===== config.mk =====
export PLATFORM = sky130hd
export DESIGN_NAME = uart_alu_pkt_parser_flat
export DESIGN_NICKNAME = d
export VERILOG_FILES = /design/src/rtl/uart_alu_pkg.sv /design/src/rtl/uart_alu_pkt_parser_if.sv /design/src/rtl/uart_rx_timeout.sv /design/src/rtl/uart_alu_pkt_parser.sv /design/src/flat_wrapper.sv
export SDC_FILE = /design/constraint.sdc
export NUM_CORES = 1
export LEC_CHECK = 0
export BUFFER_PORTS_ARGS = -buffer_cell sky130_fd_sc_hd__buf_2
export CELL_PAD_IN_SITES_DETAIL_PLACEMENT = 0
export CELL_PAD_IN_SITES_GLOBAL_PLACEMENT = 1
export CORE_ASPECT_RATIO = 0.5
export CORE_UTILIZATION = 39
export DETAILED_ROUTE_END_ITERATION = 12
export PLACE_DENSITY = 0.65
export SLEW_MARGIN = 20
export SYNTH_ARGS = -nofsm -noshare
export SYNTH_HDL_FRONTEND = slang
export SYNTH_SLANG_ARGS = --single-unit

===== constraint.sdc =====
create_clock -name clk_i -period 2.68 [get_ports clk_i]
set_input_delay 0.804 -clock clk_i [delete_from_list [all_inputs] [get_ports clk_i]]
set_output_delay 0.804 -clock clk_i [all_outputs]
set_load 0.02 [all_outputs]

===== src/rtl/uart_alu_pkg.sv =====
// Shared constants and types for the UART-to-ALU packet framing stage.
package uart_alu_pkg;
  localparam logic [7:0] OP_ECHO = 8'hEC;
  localparam logic [7:0] OP_ADD  = 8'h01;
  localparam logic [7:0] OP_MUL  = 8'h02;
  localparam logic [7:0] OP_DIV  = 8'h03;
  localparam int HDR_BYTES = 4;

  typedef enum logic [1:0] {
    ERR_NONE = 2'd0, ERR_BAD_LEN = 2'd1, ERR_TIMEOUT = 2'd2, ERR_BAD_OPCODE = 2'd3
  } err_code_e;

  typedef enum logic [2:0] {
    ST_IDLE, ST_RSVD, ST_LEN_LO, ST_LEN_HI, ST_PAYLOAD, ST_DRAIN
  } state_e;

  function automatic logic is_opcode(input logic [7:0] b);
    return b inside {OP_ECHO, OP_ADD, OP_MUL, OP_DIV};
  endfunction
endpackage


===== src/rtl/uart_alu_pkt_parser_if.sv =====
// Byte stream in from the UART receiver, packed word stream out to the ALU.
interface uart_alu_pkt_parser_if #(
  parameter int DATA_WIDTH = 8,
  parameter int WORD_BYTES = 4
);
  logic [DATA_WIDTH-1:0]            s_axis_tdata;
  logic                             s_axis_tvalid;
  logic                             s_axis_tready;
  logic [DATA_WIDTH*WORD_BYTES-1:0] m_word_o;
  logic [DATA_WIDTH-1:0]            m_opcode_o;
  logic [2:0]                       m_nbytes_o;
  logic                             m_first_o;
  logic                             m_last_o;
  logic                             m_valid_o;
  logic                             m_ready_i;

  // slave: the parser's view; master: the surrounding environment
  modport slave (
    input  s_axis_tdata, s_axis_tvalid, m_ready_i,
    output s_axis_tready, m_word_o, m_opcode_o, m_nbytes_o, m_first_o, m_last_o, m_valid_o
  );
  modport master (
    output s_axis_tdata, s_axis_tvalid, m_ready_i,
    input  s_axis_tready, m_word_o, m_opcode_o, m_nbytes_o, m_first_o, m_last_o, m_valid_o
  );
endinterface


===== src/rtl/uart_rx_timeout.sv =====
// Idle-gap watchdog: clears on demand, counts enabled cycles, flags the terminal count.
module uart_rx_timeout #(
  parameter int TIMEOUT_CYCLES = 65625
) (
  input  logic clk_i,
  input  logic rst_ni,
  input  logic clr_i,
  input  logic inc_i,
  output logic expired_o
);
  localparam int CW = $clog2(TIMEOUT_CYCLES + 1);

  logic [CW-1:0] cnt_q;

  always_ff @(posedge clk_i or negedge rst_ni) begin
    if (!rst_ni)    cnt_q <= '0;
    else if (clr_i) cnt_q <= '0;
    else if (inc_i) cnt_q <= cnt_q + CW'(1);
  end

  // fires on the cycle whose increment reaches the limit, so abort lands on that edge
  assign expired_o = inc_i && (cnt_q == CW'(TIMEOUT_CYCLES - 1));
endmodule


===== src/rtl/uart_alu_pkt_parser.sv =====
// Parses opcode/reserved/length header, validates length, packs payload LE into words.
module uart_alu_pkt_parser
  import uart_alu_pkg::*;
#(
  parameter int DATA_WIDTH     = 8,
  parameter int WORD_BYTES     = 4,
  parameter int TIMEOUT_CYCLES = 65625
) (
  input  logic                 clk_i,
  input  logic                 rst_ni,
  uart_alu_pkt_parser_if.slave bus,
  output logic                 err_o,
  output logic [1:0]           err_code_o,
  output logic                 busy_o
);
  localparam int IDX_W = $clog2(WORD_BYTES);

  state_e    state_q, state_d;
  err_code_e err_code_q, err_code_d;
  logic [DATA_WIDTH-1:0]                  opcode_q;
  logic [7:0]                             len_lo_q;
  logic [15:0]                            rem_q, len, payload;
  logic [IDX_W-1:0]                       byte_idx_q;
  logic [WORD_BYTES-1:0][DATA_WIDTH-1:0]  wbuf_q, word_d;
  logic first_q, accept, tmo_expired;
  logic err_set, op_ld, lo_ld, rem_ld, wr_byte, word_ld, last_byte, abort;

  assign bus.s_axis_tready = !(state_q == ST_PAYLOAD && bus.m_valid_o && !bus.m_ready_i);
  assign accept  = bus.s_axis_tvalid && bus.s_axis_tready;
  assign busy_o  = (state_q != ST_IDLE);
  assign len     = {bus.s_axis_tdata[7:0], len_lo_q};
  assign payload = len - 16'(HDR_BYTES);
  assign err_code_o = err_code_q;

  uart_rx_timeout #(.TIMEOUT_CYCLES(TIMEOUT_CYCLES)) u_tmo (
    .clk_i     (clk_i),
    .rst_ni    (rst_ni),
    .clr_i     (accept || state_q == ST_IDLE),
    .inc_i     (busy_o && bus.s_axis_tready && !bus.s_axis_tvalid),
    .expired_o (tmo_expired)
  );

  // outgoing word = buffer with the byte arriving this cycle merged into its lane
  for (genvar g = 0; g < WORD_BYTES; g++) begin : g_lane
    assign word_d[g] = (byte_idx_q == IDX_W'(g)) ? bus.s_axis_tdata : wbuf_q[g];
  end

  always_ff @(posedge clk_i or negedge rst_ni) begin
    if (!rst_ni) state_q <= ST_IDLE;
    else         state_q <= state_d;
  end

  always_comb begin
    state_d = state_q; err_set = 1'b0; err_code_d = ERR_NONE;
    op_ld = 1'b0; lo_ld = 1'b0; rem_ld = 1'b0; wr_byte = 1'b0;
    word_ld = 1'b0; last_byte = 1'b0; abort = 1'b0;
    unique case (state_q)
      ST_IDLE: if (accept) begin
        if (is_opcode(bus.s_axis_tdata)) begin op_ld = 1'b1; state_d = ST_RSVD; end
        else begin err_set = 1'b1; err_code_d = ERR_BAD_OPCODE; end
      end
      ST_RSVD:   if (accept) state_d = ST_LEN_LO;
      ST_LEN_LO: if (accept) begin lo_ld = 1'b1; state_d = ST_LEN_HI; end
      ST_LEN_HI: if (accept) begin
        if (len < 16'(HDR_BYTES)) begin
          err_set = 1'b1; err_code_d = ERR_BAD_LEN; state_d = ST_IDLE;
        end else if (opcode_q == OP_ECHO) begin
          rem_ld  = (payload != 16'd0);
          state_d = rem_ld ? ST_PAYLOAD : ST_IDLE;
        end else if (payload[1:0] != 2'd0 || payload < 16'd8) begin
          // malformed arithmetic operands are swallowed so framing stays aligned
          err_set = 1'b1; err_code_d = ERR_BAD_LEN; rem_ld = 1'b1;
          state_d = (payload == 16'd0) ? ST_IDLE : ST_DRAIN;
        end else begin
          rem_ld = 1'b1; state_d = ST_PAYLOAD;
        end
      end
      ST_PAYLOAD: if (accept) begin
        wr_byte   = 1'b1;
        last_byte = (rem_q == 16'd1);
        word_ld   = last_byte || (byte_idx_q == IDX_W'(WORD_BYTES - 1));
        if (last_byte) state_d = ST_IDLE;
      end
      ST_DRAIN: if (accept && rem_q == 16'd1) state_d = ST_IDLE;
      default:  state_d = ST_IDLE;
    endcase
    if (tmo_expired) begin
      state_d = ST_IDLE; err_set = 1'b1; err_code_d = ERR_TIMEOUT; abort = 1'b1;
    end
  end

  always_ff @(posedge clk_i or negedge rst_ni) begin
    if (!rst_ni) begin
      opcode_q <= '0; len_lo_q <= '0; rem_q <= '0; byte_idx_q <= '0; wbuf_q <= '0;
      first_q <= 1'b0; err_o <= 1'b0; err_code_q <= ERR_NONE;
      bus.m_valid_o <= 1'b0; bus.m_word_o <= '0; bus.m_opcode_o <= '0;
      bus.m_nbytes_o <= '0; bus.m_first_o <= 1'b0; bus.m_last_o <= 1'b0;
    end else begin
      if (op_ld) opcode_q <= bus.s_axis_tdata;
      if (lo_ld) len_lo_q <= bus.s_axis_tdata[7:0];
      if (rem_ld) rem_q <= payload;
      else if (accept && (state_q == ST_PAYLOAD || state_q == ST_DRAIN)) rem_q <= rem_q - 16'd1;
      if (rem_ld || abort || word_ld) begin
        byte_idx_q <= '0; wbuf_q <= '0;
      end else if (wr_byte) begin
        byte_idx_q <= byte_idx_q + IDX_W'(1);
        wbuf_q[byte_idx_q] <= bus.s_axis_tdata;
      end
      if (rem_ld)       first_q <= 1'b1;
      else if (word_ld) first_q <= 1'b0;
      if (word_ld) begin
        bus.m_valid_o  <= 1'b1;
        bus.m_word_o   <= word_d;
        bus.m_opcode_o <= opcode_q;
        bus.m_nbytes_o <= 3'(byte_idx_q) + 3'd1;
        bus.m_first_o  <= first_q;
        bus.m_last_o   <= last_byte;
      end else if (bus.m_valid_o && bus.m_ready_i) begin
        bus.m_valid_o <= 1'b0;
      end
      err_o <= err_set;
      if (err_set) err_code_q <= err_code_d;
    end
  end
endmodule

===== src/flat_wrapper.sv =====
// flat-port wrapper written by rule: the top's interface ports become plain ports
module uart_alu_pkt_parser_flat import uart_alu_pkg::*;
#(
  parameter int DATA_WIDTH     = 8,
  parameter int WORD_BYTES     = 4,
  parameter int TIMEOUT_CYCLES = 65625
)
  (clk_i, rst_ni, err_o, err_code_o, busy_o, bus_s_axis_tdata, bus_s_axis_tvalid, bus_m_ready_i, bus_s_axis_tready, bus_m_word_o, bus_m_opcode_o, bus_m_nbytes_o, bus_m_first_o, bus_m_last_o, bus_m_valid_o);
  uart_alu_pkt_parser_if #(.DATA_WIDTH(DATA_WIDTH), .WORD_BYTES(WORD_BYTES)) bus_i ();
  input  logic clk_i;
  input  logic rst_ni;
  output logic err_o;
  output logic [1:0] err_code_o;
  output logic busy_o;
  input wire logic [$bits(bus_i.s_axis_tdata)-1:0] bus_s_axis_tdata;
  input wire logic [$bits(bus_i.s_axis_tvalid)-1:0] bus_s_axis_tvalid;
  input wire logic [$bits(bus_i.m_ready_i)-1:0] bus_m_ready_i;
  output wire logic [$bits(bus_i.s_axis_tready)-1:0] bus_s_axis_tready;
  output wire logic [$bits(bus_i.m_word_o)-1:0] bus_m_word_o;
  output wire logic [$bits(bus_i.m_opcode_o)-1:0] bus_m_opcode_o;
  output wire logic [$bits(bus_i.m_nbytes_o)-1:0] bus_m_nbytes_o;
  output wire logic [$bits(bus_i.m_first_o)-1:0] bus_m_first_o;
  output wire logic [$bits(bus_i.m_last_o)-1:0] bus_m_last_o;
  output wire logic [$bits(bus_i.m_valid_o)-1:0] bus_m_valid_o;
  assign bus_i.s_axis_tdata = bus_s_axis_tdata;
  assign bus_i.s_axis_tvalid = bus_s_axis_tvalid;
  assign bus_i.m_ready_i = bus_m_ready_i;
  assign bus_s_axis_tready = bus_i.s_axis_tready;
  assign bus_m_word_o = bus_i.m_word_o;
  assign bus_m_opcode_o = bus_i.m_opcode_o;
  assign bus_m_nbytes_o = bus_i.m_nbytes_o;
  assign bus_m_first_o = bus_i.m_first_o;
  assign bus_m_last_o = bus_i.m_last_o;
  assign bus_m_valid_o = bus_i.m_valid_o;
  uart_alu_pkt_parser #(.DATA_WIDTH(DATA_WIDTH), .WORD_BYTES(WORD_BYTES), .TIMEOUT_CYCLES(TIMEOUT_CYCLES)) u_core (.clk_i(clk_i), .rst_ni(rst_ni), .bus(bus_i), .err_o(err_o), .err_code_o(err_code_o), .busy_o(busy_o));
endmodule

# After elaboration in Yosys (flattened, before gate mapping)
# Cells that the tools add are included.
dict set report totals {
  output_inout_bits 51
  word_cells 148
  reg_bits 136
  inputBits 12
}
dict set report op_classes {
  n_reduce_logical 32
  order_cmp 4
  n_eq_ne 23
  muxes 65
  add_sub_neg 5
}
# op count
set ops {}
lappend ops {{$mux W32} 2}
lappend ops {{$mux W3} 14}
lappend ops {{$mux W8} 5}
lappend ops {{$mux W17} 2}
lappend ops {{$bwmux W32} 1}
lappend ops {{$mux W16} 2}
lappend ops {{$mux W1} 27}
lappend ops {{$ne A3 B1 Y1 const B} 6}
lappend ops {{$pmux W3 S6} 1}
lappend ops {{$add A17 B1 Y17 const B} 1}
lappend ops {{$eq A17 B17 Y1 const B} 1}
lappend ops {{$demux W8 S2} 1}
lappend ops {{$eq A16 B1 Y1 const B} 1}
lappend ops {{$eq A8 B2 Y1 const B} 2}
lappend ops {{$eq A8 B8 Y1 const B} 2}
lappend ops {{$logic_not A16 Y1} 1}
lappend ops {{$lt A16 B3 Y1 const B} 1}
lappend ops {{$lt A16 B4 Y1 const B} 1}
lappend ops {{$mux W2} 8}
lappend ops {{$reduce_bool A16 Y1} 1}
lappend ops {{$sub A16 B1 Y16 const B} 1}
lappend ops {{$sub A16 B3 Y16 const B} 1}
lappend ops {{$reduce_bool A2 Y1} 6}
lappend ops {{$logic_and A1 B1 Y1} 10}
lappend ops {{other kinds (20)} 31}

# Logic depth before layout (Yosys ltp)
# Gate-level depths: netlist of the first run.
dict set report depth {
  word_depth 11
  depth_mapped 11
  depth_no_buf 8
}

# Modules after synthesis
# Synthesis of the first run repeated with hierarchy kept, for this count alone.
dict set report unflattened {
  hier_cells 670
  hier_area_um2 6884.1
}
# module instances cells_each area_per_inst_um2 seq_area_each_um2
set modules_own_cells {}
lappend modules_own_cells {uart_alu_pkt_parser 1 571 5968.2 2977.9}
lappend modules_own_cells {uart_rx_timeout 1 99 915.9 425.4}

# Worst setup path after synthesis of the first run
# Ideal clock, no wire load.
dict set report synth_timing {
  path_type {in2reg}
  start {in bus_s_axis_tdata[1]}
  end {reg u_core.rem_q[0]}
  t_required_ps 2555
  arrival_ps 2679
  path_slack_ps -124
  path_buffers 1
  stages 7
  setup_ps 125
  cell_sequence {buf_2 > or4_4 > nor4_4 > xnor2_1 > nand4_2 > o21ai_2 > mux2_2}
}
dict set report synth_via {
  elab_chain_cells 7
  word_cells_on_any_way 9
  classes_between {add/sub (1); order compare (1); mux (5); reduce/logical (2)}
}
# item line
set synth_lines {}
lappend synth_lines {{start: declaration} flat_wrapper.sv:15} ;# input wire logic [$bits(bus_i.s_axis_tdata)-1:0] bus_s_axis_tdata;
lappend synth_lines {{$sub A16 B3 Y16} uart_alu_pkt_parser.sv:32} ;# assign payload = len - 16'(HDR_BYTES);
lappend synth_lines {{$reduce_bool A16 Y1} uart_alu_pkt_parser.sv:68} ;# rem_ld = (payload != 16'd0);
lappend synth_lines {{$mux W1} uart_alu_pkt_parser.sv:67} ;# end else if (opcode_q == OP_ECHO) begin
lappend synth_lines {{$mux W1 (*)} uart_alu_pkt_parser.sv:65} ;# if (len < 16'(HDR_BYTES)) begin
lappend synth_lines {{$mux W1 (*)} uart_alu_pkt_parser.sv:64} ;# ST_LEN_HI: if (accept) begin
lappend synth_lines {{$mux W1 (*)} uart_alu_pkt_parser.sv:57} ;# unique case (state_q)
lappend synth_lines {{$mux W16 or $reduce_bool A2 Y1 (tied branches)} -}
lappend synth_lines {{end signal: assignment} uart_alu_pkt_parser.sv:101} ;# if (rem_ld) rem_q <= payload;
lappend synth_lines {{end signal: assignment} uart_alu_pkt_parser.sv:102} ;# else if (accept && (state_q == ST_PAYLOAD || state_q == ST_DRAIN)) rem_q <= rem_q - 16'd1;
lappend synth_lines {{end: declaration} uart_alu_pkt_parser.sv:22} ;# logic [15:0] rem_q, len, payload;
# Mark *: on every way between the ends. The rest lies on a longest branch, timed or not.
# A chain may end at the register's enable or synchronous reset.

# Final worst setup path of the first run
dict set report layout_timing {
  start {in bus_s_axis_tdata[0]}
  end {reg u_core.wbuf_q[31] (netlist name)}
}
dict set report layout_via {
  elab_chain_cells 9
  word_cells_on_any_way 11
  classes_between {add/sub (1); order compare (1); mux (5); reduce/logical (4)}
}
# item line
set layout_lines {}
lappend layout_lines {{$sub A16 B3 Y16} uart_alu_pkt_parser.sv:32}
lappend layout_lines {{$reduce_bool A16 Y1} uart_alu_pkt_parser.sv:68}
lappend layout_lines {{$mux W1} uart_alu_pkt_parser.sv:67}
lappend layout_lines {{$mux W1 (*)} uart_alu_pkt_parser.sv:65}
lappend layout_lines {{$mux W1 (*)} uart_alu_pkt_parser.sv:64}
lappend layout_lines {{$mux W1 (*)} uart_alu_pkt_parser.sv:57}
lappend layout_lines {{$logic_or A1 B1 Y1 (*) (2 in series)} uart_alu_pkt_parser.sv:103} ;# if (rem_ld || abort || word_ld) begin
lappend layout_lines {{$mux W32 or $reduce_bool A2 Y1 (tied branches)} -}
lappend layout_lines {{end signal: indexed assignment} uart_alu_pkt_parser.sv:107} ;# wbuf_q[byte_idx_q] <= bus.s_axis_tdata;
lappend layout_lines {{end: declaration} uart_alu_pkt_parser.sv:24} ;# logic [WORD_BYTES-1:0][DATA_WIDTH-1:0] wbuf_q, word_d;
# Marked as above.

==> results of run 1 <==
==> worst max-delay path: stages <==
cell	delay [ns]
buf_2	0.12
or4_4	0.56
nor4_4	0.32
xnor2_2	0.16
nand4_2	0.15
o21a_4	0.29
buf_4	0.19
nor3_1	0.18
==> layout make-up <==
type / instances / area [um2]
clock buffers: 19 / 453
multi-input cells: 468 / 3440
fillers: 1588 / 8760
inverters: 14 / 52.6
repair buffers: 125 / 890
flip-flops and latches: 136 / 3400
clock inverters: 12 / 188
well taps: 234 / 293
==> metrics by stage <==
stage          instances  worst slack (ns)  util (%)  hold WS, ns
2_1_floorplan        663           -0.0598         -        0.442
3_3_place_gp         977            -0.145      46.1        0.459
3_5_place_dp         977            -0.196      46.2        0.467
4_1_cts             1008             0.101      49.8        0.313
5_1_grt             1008            0.0920      49.9        0.334
6_report            1008             0.245      49.9        0.306
==> worst max path at each step <==
stage,startpoint,end,slack (ns),cells past startpoint
after floorplan,bus_s_axis_tdata[0],u_core.rem_q[0],-0.06,7
after global routing,u_core.len_lo_q[2],u_core.state_q[2],0.09,10
after global placement,bus_s_axis_tdata[0],u_core.wbuf_q[31],-0.14,8
after CTS,u_core.len_lo_q[2],u_core.rem_q[4],0.10,10
final,bus_s_axis_tdata[0],u_core.wbuf_q[31],0.24,8
after detailed placement,bus_s_axis_tdata[0],u_core.wbuf_q[31],-0.20,8
==> cells by family (layout without fill, tap and decap cells) <==
family | after synthesis | count (layout) | synth area share (%)
AOI/OAI and AO/OA | 81 | 81 | 7.37
xor gates and xnor gates | 41 | 41 | 5.11
adders and majority gates | 10 | 10 | 1.78
buffers and inverters | 59 | 170 | 4.07
DFF | 136 | 136 | 48.4
muxes | 101 | 101 | 14.8
and+or+nand+nor | 235 | 235 | 18.5
==> registers in the layout, indices dropped and copies added, names as in the netlist, 2 cells and up <==
signal and count:
u_core.byte_idx_q 2, u_core.state_q 3, u_core.len_lo_q 8, u_core.opcode_q 8, u_core.u_tmo.cnt_q 17, u_core.err_code_o 2
u_core.bus.m_nbytes_o 3, u_core.rem_q 16, u_core.bus.m_word_o 32, u_core.wbuf_q 32, u_core.bus.m_opcode_o 8
==> layer usage <==
layer / routed length (um) / vias up
met5: 0 / -
met4: 161 / 0
met3: 411 / 18
met2: 7600 / 64
met1: 8820 / 2569
li1: - / 2532
==> power breakdown <==
part	total [uW]	internal [uW]	switching [uW]
Clock	2580	1620	962
Sequential	2850	2450	400
Combinational	2220	1050	1170
Total	7650	5120	2530
==> repair_timing <==
item,CTS,global route
endpoints found under the setup margin,0,32
gates resized for setup,0,3
buffers inserted,0,0
==> synthesized netlist by cell type (all sizes together), types with 4 or more instances <==
library cell	count
dfrtp	136
mux2i	77
nand2	68
o21ai	46
nor3	43
nor2	40
xor2	27
clkbuf	25
mux2	24
buf	20
nand3	16
inv	14
xnor2	14
ha	10
nor4	8
a21oi	7
and3	7
nand4	7
and2	5
nand3b	5
nand4b	5
nor4b	5
or3	5
or4	5
o211ai	4
or2	4
==> run summary, run 1 <==
Total power = 7650 uW
Synth Net Count = 685
Global Route met1 Usage = 28.5%
Asr flop ratio synth = 100%
Routed WL per cell = 16.8 um
Top-area cell type share of the netlist area = 48.4%
Power per cell area = 877 nW/um2
Synth Register Bits = 136
Met2 usage = 29.1%
Clk sinks = 136
Die area = 18600 um2
FF-to-FF End = u_core.wbuf_q[31]
CTS tree = done
Final wirelength = 17.0 mm
First-pass GRT wire length = 27.8 mm
Vias = 5183
Pre-Repair DR Iteration Count = 4
Number of synthesized flops with an enable pin = 0
Io pins = 63
CP Class = in2reg
Initial DRC count = 208
Maxcap violations = 0
Post-route setup TNS = 0 ns
Final nets = 784
Largest cells by area after synthesis = dfrtp_1 48%, mux2i_1 11%, mux2_2 3.8%
Register-to-Register Path Depth = 7
Most common cell after layout, fill and taps aside = dfrtp_1
N_diodes = 0
Post-synthesis sequential area ratio = 48.4%
Data arrival time of the critical path = 2.77 ns
Number of global-route vias before repair = 5133
Period Utilization, post-route = 90.9%
Relative slew slack = 52.9%
DRT antenna net count = 0
Synthesized area = 7030 um2
Pin count of the biggest net entering global routing = 45
Core ar. = 17500 um2
Grt ovf = 0
Placed cell area = 8070 um2
Total GRT Usage = 19.5%
Main synth FF type = dfrtp_1
Worst-path maximum fanout = 8
Global-route met3 utilization = 3.92%
Synthesis Warnings = 0
Port Buffers = 62
FF-to-FF Start = u_core.len_lo_q[5]
Crit path time final = 2.44 ns
WP data required = 3.01 ns
Max-slew violations = 0
CTS buffer count = 17
CTS root buffer = clkbuf_16
Hold Fails Final Rpt = 0
Die width = 192 um
Largest area contributor in the netlist = dfrtp_1
Area growth syn-to-layout = 24.1%
Clk_skew = 0.0117 ns
Initial antenna violation count = 0
Clock-pin slew on the worst setup and hold paths = 0.06 ns
Avg Cell Area, Syn = 10.6 um2
Post-DP HPWL = 11.8 mm
Die Y = 97.0 um
RD Place Congestion = 0.809
Highest clock rate = 0.411 GHz
Setup slack, reg-to-reg = 0.27 ns
H-tree Lvls = 4
Clock buffer depth = 2
Design Area, Final = 8720 um2
CP startpoint kind = primary input
Worst-margin pin slew = 0.702 ns
Crit end category = flop
Max IR drop VDD = 0.000497 V
Rows = 34
Most frequent cells in the layout = 136 x dfrtp_1, 77 x mux2i_1, 68 x nand2_1
Hold Path Class = in2async
Outcome = finished clean
Mapped Cells = 663
Skew-Pair Late Insertion Delay = 0.42 ns
Hold-fix buffers at CTS = 0
Top Usage Layer GRT = met2
# DRC = 0
Layout cells sized above 1 = 30.0%
Via-to-Cell Ratio = 5.14
Starting Density = 40.2%
Leak = 0.00398 uW
Yosys cell types = 63
Final setup vio count = 0
RSZ-0062 raised after global routing = false
(Power assumes the default switching activity.)
==> run 2: changes to the inputs <==
--- a/config.mk
+++ b/config.mk
@@ -9,9 +9,9 @@
 export CELL_PAD_IN_SITES_DETAIL_PLACEMENT = 0
 export CELL_PAD_IN_SITES_GLOBAL_PLACEMENT = 1
 export CORE_ASPECT_RATIO = 0.5
-export CORE_UTILIZATION = 39
+export CORE_UTILIZATION = 47
 export DETAILED_ROUTE_END_ITERATION = 12
-export PLACE_DENSITY = 0.65
+export PLACE_DENSITY = 0.76
 export SLEW_MARGIN = 20
 export SYNTH_ARGS = -nofsm -noshare
 export SYNTH_HDL_FRONTEND = slang
==> run 2 against run 1 <==
First-iteration DRC count increased by 79%. Clock power down 11%. Fmax fell by 2.2%. Die area decreased by 17%. Design area is 2.5% lower. Sequential share of layout area up 1.0 points. Register-to-register slack got worse by 0.07 ns. Global-route usage grew 2.6 points. Worst hold slack better by 0.035 ns. Wire length fell by 5.2%. Sequential power about the same. Critical endpoint is now bus_s_axis_tready. Largest power group unchanged.
==> run summary, run 2 (same netlist as run 1, synthesis figures left out) <==
RSZ-0062 raised after global routing = false
CTS root buffer = clkbuf_16
Worst-margin pin slew = 0.680 ns
Clk_skew = 0.0192 ns
CP startpoint kind = flop
Leak = 0.00391 uW
Most common cell after layout, fill and taps aside = dfrtp_1
Starting Density = 48.3%
Power per cell area = 853 nW/um2
Register-to-Register Path Depth = 7
CTS buffer count = 17
Routed WL per cell = 16.7 um
Final setup vio count = 0
CP Class = reg2out
Largest regs = u_core.bus.m_word_o: 32 flops, u_core.wbuf_q: 32 flops, u_core.u_tmo.cnt_q: 17 flops
Final wirelength = 16.1 mm
Worst-path maximum fanout = 11
Pin count of the biggest net entering global routing = 57
# DRC = 0
Highest clock rate = 0.402 GHz
Total GRT Usage = 22.1%
Area growth syn-to-layout = 20.9%
Postcts setup bufs = 0
Final nets = 775
Clock-pin slew on the worst setup and hold paths = 0.07 ns
Rows = 31
Data arrival time of the critical path = 1.68 ns
Relative slew slack = 54.4%
DRT antenna net count = 0
Maxcap violations = 0
Period Utilization, post-route = 92.9%
Max IR drop VDD = 0.000578 V
First-pass GRT wire length = 26.4 mm
Core ar. = 14500 um2
Hold Fails Final Rpt = 0
Post-DP HPWL = 11.0 mm
Initial DRC count = 372
Die area = 15500 um2
Number of global-route vias before repair = 5056
N_diodes = 0
Most frequent cells in the layout = 136 x dfrtp_1, 77 x mux2i_1, 68 x nand2_1
WP data required = 1.88 ns
Crit path time final = 2.49 ns
Initial antenna violation count = 0
RD Place Congestion = 0.857
Total power = 7250 uW
Clock buffer depth = 2
Io pins = 63
H-tree Lvls = 4
Layout cells sized above 1 = 28.7%
Crit end category = primary output
Hold Path Class = in2async
Via-to-Cell Ratio = 5.37
Die width = 175 um
Port Buffers = 62
Die Y = 88.5 um
Hold-fix buffers at CTS = 0
CTS tree = done
Clk sinks = 136
Placed cells = 932
Vias = 5174
Post-CTS resize count = 0
Max-slew violations = 0
Skew-Pair Late Insertion Delay = 0.43 ns
Pre-Repair DR Iteration Count = 9
Grt ovf = 0
Outcome = finished clean
Final Non-Filler Cells = 964
## run 2: area by class of cell
class / instances / area (um2)
well taps: 198 / 248
inverters: 14 / 52.6
flip-flops and latches: 136 / 3400
clock inverters: 14 / 139
fillers: 1270 / 6040
repair buffers: 116 / 797
clock buffers: 18 / 429
multi-input cells: 468 / 3430
## run 2: critical path, stage by stage (launching register included)
cell     delay, ns
dfrtp_1       0.52
nor2_1        0.41
nand3_1       0.15
buf_2         0.19
## run 2: final timing paths
path,from,end,slack (ns)
max in group asynchronous,rst_ni,u_core.wbuf_q[18],1.66
setup reg to reg,u_core.len_lo_q[5],u_core.wbuf_q[26],0.20
setup / recovery,u_core.state_q[1],bus_s_axis_tready,0.19
hold / removal,rst_ni,u_core.u_tmo.cnt_q[8],0.34
hold reg to reg,u_core.bus.m_word_o[21],u_core.bus.m_word_o[21],0.47
min in group clk_i,u_core.bus.m_word_o[21],u_core.bus.m_word_o[21],0.47
## run 2: layer usage
layer	GRT usage (%)	part of all wire, %
met3	3.95	2.5
met5	0	0
met1	31.0	51
met4	5.69	0.41
met2	35.8	47
## run 2: power breakdown
group | total [uW] | internal, uW | leakage [uW] | switching (uW)
registers | 2850 | 2450 | 0.00182 | 397
logic | 2110 | 982 | 0.00181 | 1130
clock network | 2290 | 1300 | 0.000279 | 993
## run 2: per-stage QoR
| stage | utilization [%] | setup TNS [ns] | area [um2] | setup WS, ns | hold slack [ns] |
|---|---|---|---|---|---|
| floorplan | - | -1.51 | 7130 | -0.0598 | 0.442 |
| global placement | 54.5 | -7.42 | 7930 | -0.170 | 0.459 |
| detailed placement | 54.5 | -10.20 | 7930 | -0.219 | 0.466 |
| CTS | 58.4 | 0 | 8500 | 0.173 | 0.365 |
| global route | 58.5 | 0 | 8500 | 0.0537 | 0.379 |
| finish | 58.5 | 0 | 8500 | 0.191 | 0.342 |
==> run 3: changes to the inputs <==
==> constraint.sdc (replaced) <==
create_clock -name clk_i -period 2.68 [get_ports clk_i]
set_input_delay 0.268 -clock clk_i [delete_from_list [all_inputs] [get_ports clk_i]]
set_output_delay 0.268 -clock clk_i [all_outputs]
set_load 0.02 [all_outputs]
==> run 3 against run 2 <==
The flow now finishes with violations (design-rule violations). Via count decreased by 1.6%. Wire length decreased by 0.11%. Worst setup slack got worse by 0.023 ns. Register-to-register slack got worse by 0.03 ns. Clock power increased by 7%. Sequential power decreased by 2%. Critical path type is now reg2reg.
==> run summary, run 3 (same netlist as run 1, synthesis figures left out) <==
Register-to-Register Path Depth = 7
Postcts setup bufs = 0
Via-to-Cell Ratio = 5.36
Hold path depth = 2
Layout cells sized above 1 = 25.3%
RSZ-0062 raised after global routing = true
Final nets = 760
Vias = 5090
Maxcap violations = 0
Io pins = 63
Number of global-route vias before repair = 4888
Hold Path Class = in2reg
Most frequent cells in the layout = 136 x dfrtp_1, 77 x mux2i_1, 68 x nand2_1
Crit end category = flop
Period Utilization, post-route = 93.7%
H-tree Lvls = 4
Starting Density = 48.3%
Power per cell area = 893 nW/um2
CTS root buffer = clkbuf_16
Die Y = 88.5 um
Die width = 175 um
Clk_skew = 0.0168 ns
Clock buffer depth = 2
# DRC = 2
Final wirelength = 16.1 mm
WP data required = 3.01 ns
Data arrival time of the critical path = 2.85 ns
Leak = 0.00384 uW
Max-slew violations = 0
Routed WL per cell = 16.9 um
CP Class = reg2reg
Clock-pin slew on the worst setup and hold paths = 0.07 ns
Min Hold Slack = 0.179 ns
CP peak stage delay = 0.58 ns
Grt ovf = 0
Max IR drop VDD = 0.000491 V
Clk sinks = 136
CP startpoint kind = flop
Skew-Pair Late Insertion Delay = 0.43 ns
Die area = 15500 um2
Rows = 31
N_diodes = 0
Core ar. = 14500 um2
Total power = 7430 uW
Pre-Repair DR Iteration Count = 10
CTS tree = done
Highest clock rate = 0.398 GHz
Post-DP HPWL = 10.8 mm
Crit-path slowest cell = or4_1
Outcome = finished, violations left
Port Buffers = 62
Failing checks = design-rule violations
Relative slew slack = 51.3%
CTS buffer count = 17
Hold Fails Final Rpt = 0
Worst-margin pin slew = 0.730 ns
Crit path time final = 2.51 ns
DRT antenna net count = 0
Final setup vio count = 0
Crit path cell chain = buf_4 > or4_1 > nor4_4 > xnor2_1 > nand4_2 > o21a_4 > o31ai_1
RD Place Congestion = 0.907
Total GRT Usage = 22.4%
Initial antenna violation count = 0
Worst-path maximum fanout = 41
First-pass GRT wire length = 26.6 mm
Area growth syn-to-layout = 18.3%
Largest regs = u_core.bus.m_word_o: 32 flops, u_core.wbuf_q: 32 flops, u_core.u_tmo.cnt_q: 17 flops
Pin count of the biggest net entering global routing = 76
Most common cell after layout, fill and taps aside = dfrtp_1
Initial DRC count = 316
## run 3: cell types whose count changed in the layout (fill, tap and decap cells not counted), moves of 2 or more
cell / change
buf_12: -4
inv_6: -2
inv_8: +3
nor3_2: -13
nor3_1: +13
clkinv_2: -3
buf_4: -12
## run 3: cell type report
type / count / area (um2)
repair buffers: 101 / 637
multi-input cells: 468 / 3360
well taps: 198 / 248
clock buffers: 18 / 439
inverters: 14 / 52.6
clock inverters: 14 / 179
fillers: 1257 / 6230
flip-flops and latches: 136 / 3400
## run 3: through the flow
step                      setup TNS [ns]  setup WS (ns)  util, %  instance area (um2)  instances
after detailed placement               0          0.167     52.9                 7690        916
after CTS                              0          0.160     57.2                 8320        949
after floorplan                        0          0.236        -                 7030        663
final                                  0          0.168     57.2                 8320        949
after global routing             -0.0816        -0.0355     57.2                 8320        949
after global placement                 0          0.235     52.8                 7680        916
## run 3: worst max-delay path, delay by kind of cell, from the launching register on
| kind | cells | cell delay (ns) |
|---|---|---|
| simple gates | 3 | 0.96 |
| flops | 1 | 0.38 |
| xor+xnor | 1 | 0.22 |
| buf+inv | 1 | 0.16 |
| compound gates | 2 | 0.72 |
## run 3: worst paths after layout
kind                       slack, ns                       to                    start
max                             0.17          u_core.rem_q[1]       u_core.len_lo_q[3]
min                             0.18       u_core.len_lo_q[6]      bus_s_axis_tdata[6]
max reg2reg                     0.17          u_core.rem_q[1]       u_core.len_lo_q[3]
min reg2reg                     0.47  u_core.bus.m_word_o[24]  u_core.bus.m_word_o[24]
max in group asynchronous       1.46       u_core.opcode_q[0]                   rst_ni
min in group asynchronous       0.42    u_core.u_tmo.cnt_q[4]                   rst_ni
## run 3: power by group
group / total [uW] / internal [uW] / switching (uW) / leakage [uW]
clock: 2460 / 1440 / 1020 / 0.000301
combinational: 2170 / 968 / 1200 / 0.00172
sequential: 2800 / 2450 / 344 / 0.00182
total: 7430 / 4860 / 2570 / 0.00384
## run 3: per-layer routing
metal / track usage (%) / part of all wire [%] / up-vias
met5: 0 / 0 / -
met4: 6.88 / 0.63 / 0
met3: 4.30 / 3.2 / 12
met2: 34.7 / 47 / 78
met1: 32.0 / 49 / 2513
li1: - / - / 2487
## run 3: repair_timing
item,in CTS,in global routing
gates resized for setup,0,0
hold buffers,1,0
setup endpoints to repair,0,4
hold endpoints to repair,72,0
